==> src/rtl/alu_pkg.sv <==
// Shared op encodings, divide-by-zero result and scheduler state encoding.
// Used by the scheduler and by alu_core.
package alu_pkg;

  localparam logic [1:0] OP_ADD = 2'b00;
  localparam logic [1:0] OP_SUB = 2'b01;
  localparam logic [1:0] OP_MUL = 2'b10;
  localparam logic [1:0] OP_DIV = 2'b11;

  localparam logic [7:0] DIV0_RESULT = 8'hFF;

  typedef enum logic [1:0] {
    IDLE = 2'b00,
    EXEC = 2'b01,
    RESP = 2'b10
  } state_t;

endpackage

==> src/rtl/alu_core.sv <==
// Combinational add/sub/mul/div on zero-extended operands; zero latency, no flow control.
// A zero divisor returns DIV0_RESULT and raises div0.
module alu_core
  import alu_pkg::*;
#(
  parameter int DATA_W = 4,
  parameter int RES_W  = 8
) (
  input  logic [1:0]        sel,
  input  logic [DATA_W-1:0] a,
  input  logic [DATA_W-1:0] b,
  output logic [RES_W-1:0]  c,
  output logic              div0
);

  logic [RES_W-1:0] ax;
  logic [RES_W-1:0] bx;

  always_comb begin
    ax   = RES_W'(a);
    bx   = RES_W'(b);
    c    = '0;
    div0 = 1'b0;
    case (sel)
      OP_ADD: c = ax + bx;
      OP_SUB: c = ax - bx;
      OP_MUL: c = ax * bx;
      OP_DIV: begin
        if (b == '0) begin
          c    = RES_W'(DIV0_RESULT);
          div0 = 1'b1;
        end else begin
          c = ax / bx;
        end
      end
      default: c = '0;
    endcase
  end

endmodule

==> src/rtl/alu_rr_sched.sv <==
// Round-robin share of one ALU between two requesters; result is registered 2 cycles after accept.
// Requests are accepted only in IDLE; the response holds stable under rsp_ready backpressure.
module alu_rr_sched
  import alu_pkg::*;
#(
  parameter int DATA_W = 4,
  parameter int RES_W  = 8
) (
  input  logic              clk,
  input  logic              rst_n,
  input  logic              req0_valid,
  output logic              req0_ready,
  input  logic [1:0]        req0_op,
  input  logic [DATA_W-1:0] req0_a,
  input  logic [DATA_W-1:0] req0_b,
  input  logic              req1_valid,
  output logic              req1_ready,
  input  logic [1:0]        req1_op,
  input  logic [DATA_W-1:0] req1_a,
  input  logic [DATA_W-1:0] req1_b,
  output logic              rsp_valid,
  input  logic              rsp_ready,
  output logic              rsp_id,
  output logic [RES_W-1:0]  rsp_result,
  output logic              rsp_err,
  output logic              busy
);

  state_t            state;
  state_t            state_nxt;
  logic              last_grant;
  logic              gnt_any;
  logic              gnt_id;
  logic              accept;
  logic [1:0]        lat_op;
  logic [DATA_W-1:0] lat_a;
  logic [DATA_W-1:0] lat_b;
  logic              lat_id;
  logic [RES_W-1:0]  alu_c;
  logic              alu_div0;

  // On contention the requester that did not win last time is picked.
  always_comb begin
    gnt_any = req0_valid | req1_valid;
    gnt_id  = (req0_valid & req1_valid) ? ~last_grant : req1_valid;
  end

  always_comb begin
    state_nxt  = state;
    req0_ready = 1'b0;
    req1_ready = 1'b0;
    accept     = 1'b0;
    case (state)
      IDLE: begin
        req0_ready = gnt_any & ~gnt_id;
        req1_ready = gnt_id;
        accept     = gnt_any;
        if (gnt_any) state_nxt = EXEC;
      end
      EXEC: state_nxt = RESP;
      RESP: if (rsp_ready) state_nxt = IDLE;
      default: state_nxt = IDLE;
    endcase
  end

  always_ff @(posedge clk or negedge rst_n) begin
    if (!rst_n) state <= IDLE;
    else        state <= state_nxt;
  end

  always_ff @(posedge clk or negedge rst_n) begin
    if (!rst_n) begin
      last_grant <= 1'b1;
      lat_op     <= OP_ADD;
      lat_a      <= '0;
      lat_b      <= '0;
      lat_id     <= 1'b0;
      rsp_id     <= 1'b0;
      rsp_result <= '0;
      rsp_err    <= 1'b0;
    end else begin
      if (accept) begin
        last_grant <= gnt_id;
        lat_id     <= gnt_id;
        lat_op     <= gnt_id ? req1_op : req0_op;
        lat_a      <= gnt_id ? req1_a  : req0_a;
        lat_b      <= gnt_id ? req1_b  : req0_b;
      end
      if (state == EXEC) begin
        rsp_id     <= lat_id;
        rsp_result <= alu_c;
        rsp_err    <= alu_div0;
      end
    end
  end

  alu_core #(
    .DATA_W(DATA_W),
    .RES_W (RES_W)
  ) u_alu_core (
    .sel (lat_op),
    .a   (lat_a),
    .b   (lat_b),
    .c   (alu_c),
    .div0(alu_div0)
  );

  assign rsp_valid = (state == RESP);
  assign busy      = (state != IDLE);

endmodule

==> config.mk <==
export PLATFORM = sky130hd
export DESIGN_NAME = alu_rr_sched
export DESIGN_NICKNAME = d
export VERILOG_FILES = /design/src/rtl/alu_pkg.sv /design/src/rtl/alu_core.sv /design/src/rtl/alu_rr_sched.sv
export SDC_FILE = /design/constraint.sdc
export NUM_CORES = 1
export LEC_CHECK = 0
export ABC_AREA = 1
export CAP_MARGIN = 20
export CORE_MARGIN = 2
export CORE_UTILIZATION = 55
export CTS_BUF_LIST = sky130_fd_sc_hd__clkbuf_4 sky130_fd_sc_hd__clkbuf_8 sky130_fd_sc_hd__clkbuf_16
export CTS_CLUSTER_DIAMETER = 100
export DETAILED_ROUTE_END_ITERATION = 10
export GPL_ROUTABILITY_DRIVEN = 0
export HOLD_SLACK_MARGIN = 0.02
export PLACE_DENSITY = 0.8
export SYNTH_ARGS = -nofsm -noshare
export SYNTH_HDL_FRONTEND = slang
export SYNTH_SLANG_ARGS = --single-unit
==> constraint.sdc <==
create_clock -name clk -period 15.7 [get_ports clk]
set_input_delay 1.57 -clock clk [delete_from_list [all_inputs] [get_ports clk]]
set_output_delay 1.57 -clock clk [all_outputs]
set_load 0.02 [all_outputs]
==> impl_metrics.ini <==
[place]
io_buffers = 38
dp_hpwl_um = 6515
place_area_mm2 = 0.003737

[setup_path]
cp_max_fo = 9
cp-end-kind = flip-flop
critical-path-slowest-cell = dfrtp_1
required_ps = 15870
worst_setup_path_start_kind = flip-flop
slowest_delay_ps = 520
arrival_ps = 9600
critical_path_class = reg2reg
crit_top_cell = nand2_1

[clock_tree]
postCtsSetupRepairBufs = 0
cts-resized-gates = 0
cts_tree = yes
clock-root-buffer = clkbuf_8
clk_pin_slew_ps = 90
clk_latency_ps = 270
numCtsBuffers = 3
clockBufferDepth = 2
h-tree-depth = 1
clock-sinks = 24
cts_hold_buf = 0

[sta]
tns_ps = 0
fin_crit_sh = 0.6004
hold_viol = 0
worst_slew_pin_slew_ps = 588.5
fin_hold_ws_ps = 479.2
skew_ps = 5.044
period_minus_slack_ps = 9426
drv_slew = 0
rsz0062_at_grt = false
fmax_mhz = 106.1
relSlewSlack = 0.6072
setup_viol = 0

[logic_synthesis]
synth_top_flop_cell = dfrtp_1
yosysTopAreaCell = ha_1
synth_area_leaders = ha_1 (18%), dfrtp_1 (18%), nand2_1 (13%), inv_1 (8.0%), nor2_1 (4.9%)
synth_top_area_frac = 0.1838
ys_seq_area_frac = 0.1842
synth_edf_count = 0
yosysUniqueCellTypes = 46
async_reset_ff_frac = 1.000
synthTopCellsByCount = nand2_1 (109), inv_1 (70), ha_1 (48)
synth-seq-cells = 24
ys_warn_count = 0
avgSynthCellArea_um2 = 7.026
netlist_instances = 465
syn_area_mm2 = 0.003267
yosysMostFrequentCell = nand2_1

[min_path]
hp-class = reg2reg

[die]
core_area_mm2 = 0.005816
initial_core_util = 0.5617
die_h_um = 81.07
die_w_um = 81.07
fp-row-count = 28
ios = 39
die_area_mm2 = 0.006572

[routing]
num_vias = 3152
wl_um = 7915
viasPerCell = 5.416
wl_per_cell_um = 13.60
drc_errors = 0
drtIter0Drc = 146
postRouteAntennaNets = 0
firstDrtPassIters = 4

[grt]
antenna_found_initial = 0
grt-ovfl-total = 0
grt_pass1_vias = 3004
track_usage = 0.2538
grt_pass1_wl_um = 13160
grt_max_degree = 25

[final_layout]
ff_latch_area_um2 = 601.8
antenna_cells = 0
syn_to_final_growth_pct = 17.04
multi_input_area_mm2 = 0.002359
drive_gt1_frac = 0.09270
fillCellCount = 537
nets = 587
design_area_mm2 = 0.003824

[run]
drv_cap = 0

[status]
outcome = finished clean
placed cells by master (no fill, tap or decap), types with 2 or more instances in the layout:
cell / n
nand3_1: 15
nand2_1: 109
o21ai_2: 3
nand2_2: 8
nand3b_1: 2
fa_1: 6
o21bai_1: 4
clkdlybuf4s50_1: 38
o211ai_1: 3
xor2_1: 10
a21oi_4: 2
nor2_1: 43
clkbuf_8: 3
a21oi_1: 14
nand4_1: 3
a211oi_1: 2
o31ai_1: 2
dfrtp_1: 23
nand2_4: 3
xnor2_1: 6
inv_2: 9
nand3_2: 6
inv_1: 70
o21ai_0: 32
a21o_1: 3
conb_1: 4
nor3_1: 4
o22ai_1: 8
a221oi_1: 3
ha_1: 48
nor3_2: 2
nand3_4: 2
per-stage QoR:
step                setup slack (ps)  utilization  instances
global route                    5423       0.6575        582
finish                          6274       0.6575        582
detailed placement              6338       0.6426        577
global placement                6632       0.6426        577
floorplan                       7572            -        468
CTS                             6303       0.6549        581
worst paths after layout:
kind | start | endpoint | cells after the start | slack [ps]
worst max-delay path | lat_b[0] | rsp_result[0] | 60 | 6270
worst min-delay path | last_grant | last_grant | 2 | 480
worst max register to register | lat_b[0] | rsp_result[0] | 60 | 6270
worst min register to register | last_grant | last_grant | 2 | 480
max in group asynchronous | rst_n | last_grant | 2 | 13660
min in group asynchronous | rst_n | rsp_err | 1 | 1540
per-layer routing:
metal | vias to the layer above | track usage | part of all wire
met1 | 1447 | 0.3194 | 0.44
met5 | - | 0 | 0
met2 | 85 | 0.4471 | 0.48
met4 | 0 | 0.08475 | 0.032
met3 | 20 | 0.03333 | 0.052
li1 | 1600 | - | -
registers in the layout, indices dropped and copies added, names as in the netlist:
register / flops
lat_op: 2
rsp_result: 8
last_grant: 1
lat_a: 4
rsp_err: 1
state: 2
lat_id: 1
lat_b: 4
rsp_id: 1
area by class of cell:
type                            instances  share of cell area
Clock buffer                            3             0.01080
Clock inverter                          1            0.007853
Inverter                               80             0.07919
Multi-Input combinational cell        360              0.6168
Sequential cell                        24              0.1574
Tap cell                               75             0.02454
Timing Repair Buffer                   39              0.1034
kinds of logic after synthesis:
group,after synthesis,share of synthesized area
other,1,0.001148
buffers and inverters,84,0.09728
XOR/XNOR,16,0.04289
AO/OA/AOI/OAI,85,0.1693
AND/OR/NAND/NOR,201,0.2846
adder cells (fa/ha/maj),54,0.2206
flip-flops,24,0.1842
worst max-delay path: cells and delay by family (launching register included):
family,cells,cell delay [ps]
simple gates,25,2650
flops,1,520
fa+ha+maj,7,2010
buf+inv,11,1180
compound gates,17,2930
Power is not shown: default switching activity piles up to over one toggle a cycle in this logic, so the estimate is an artifact.
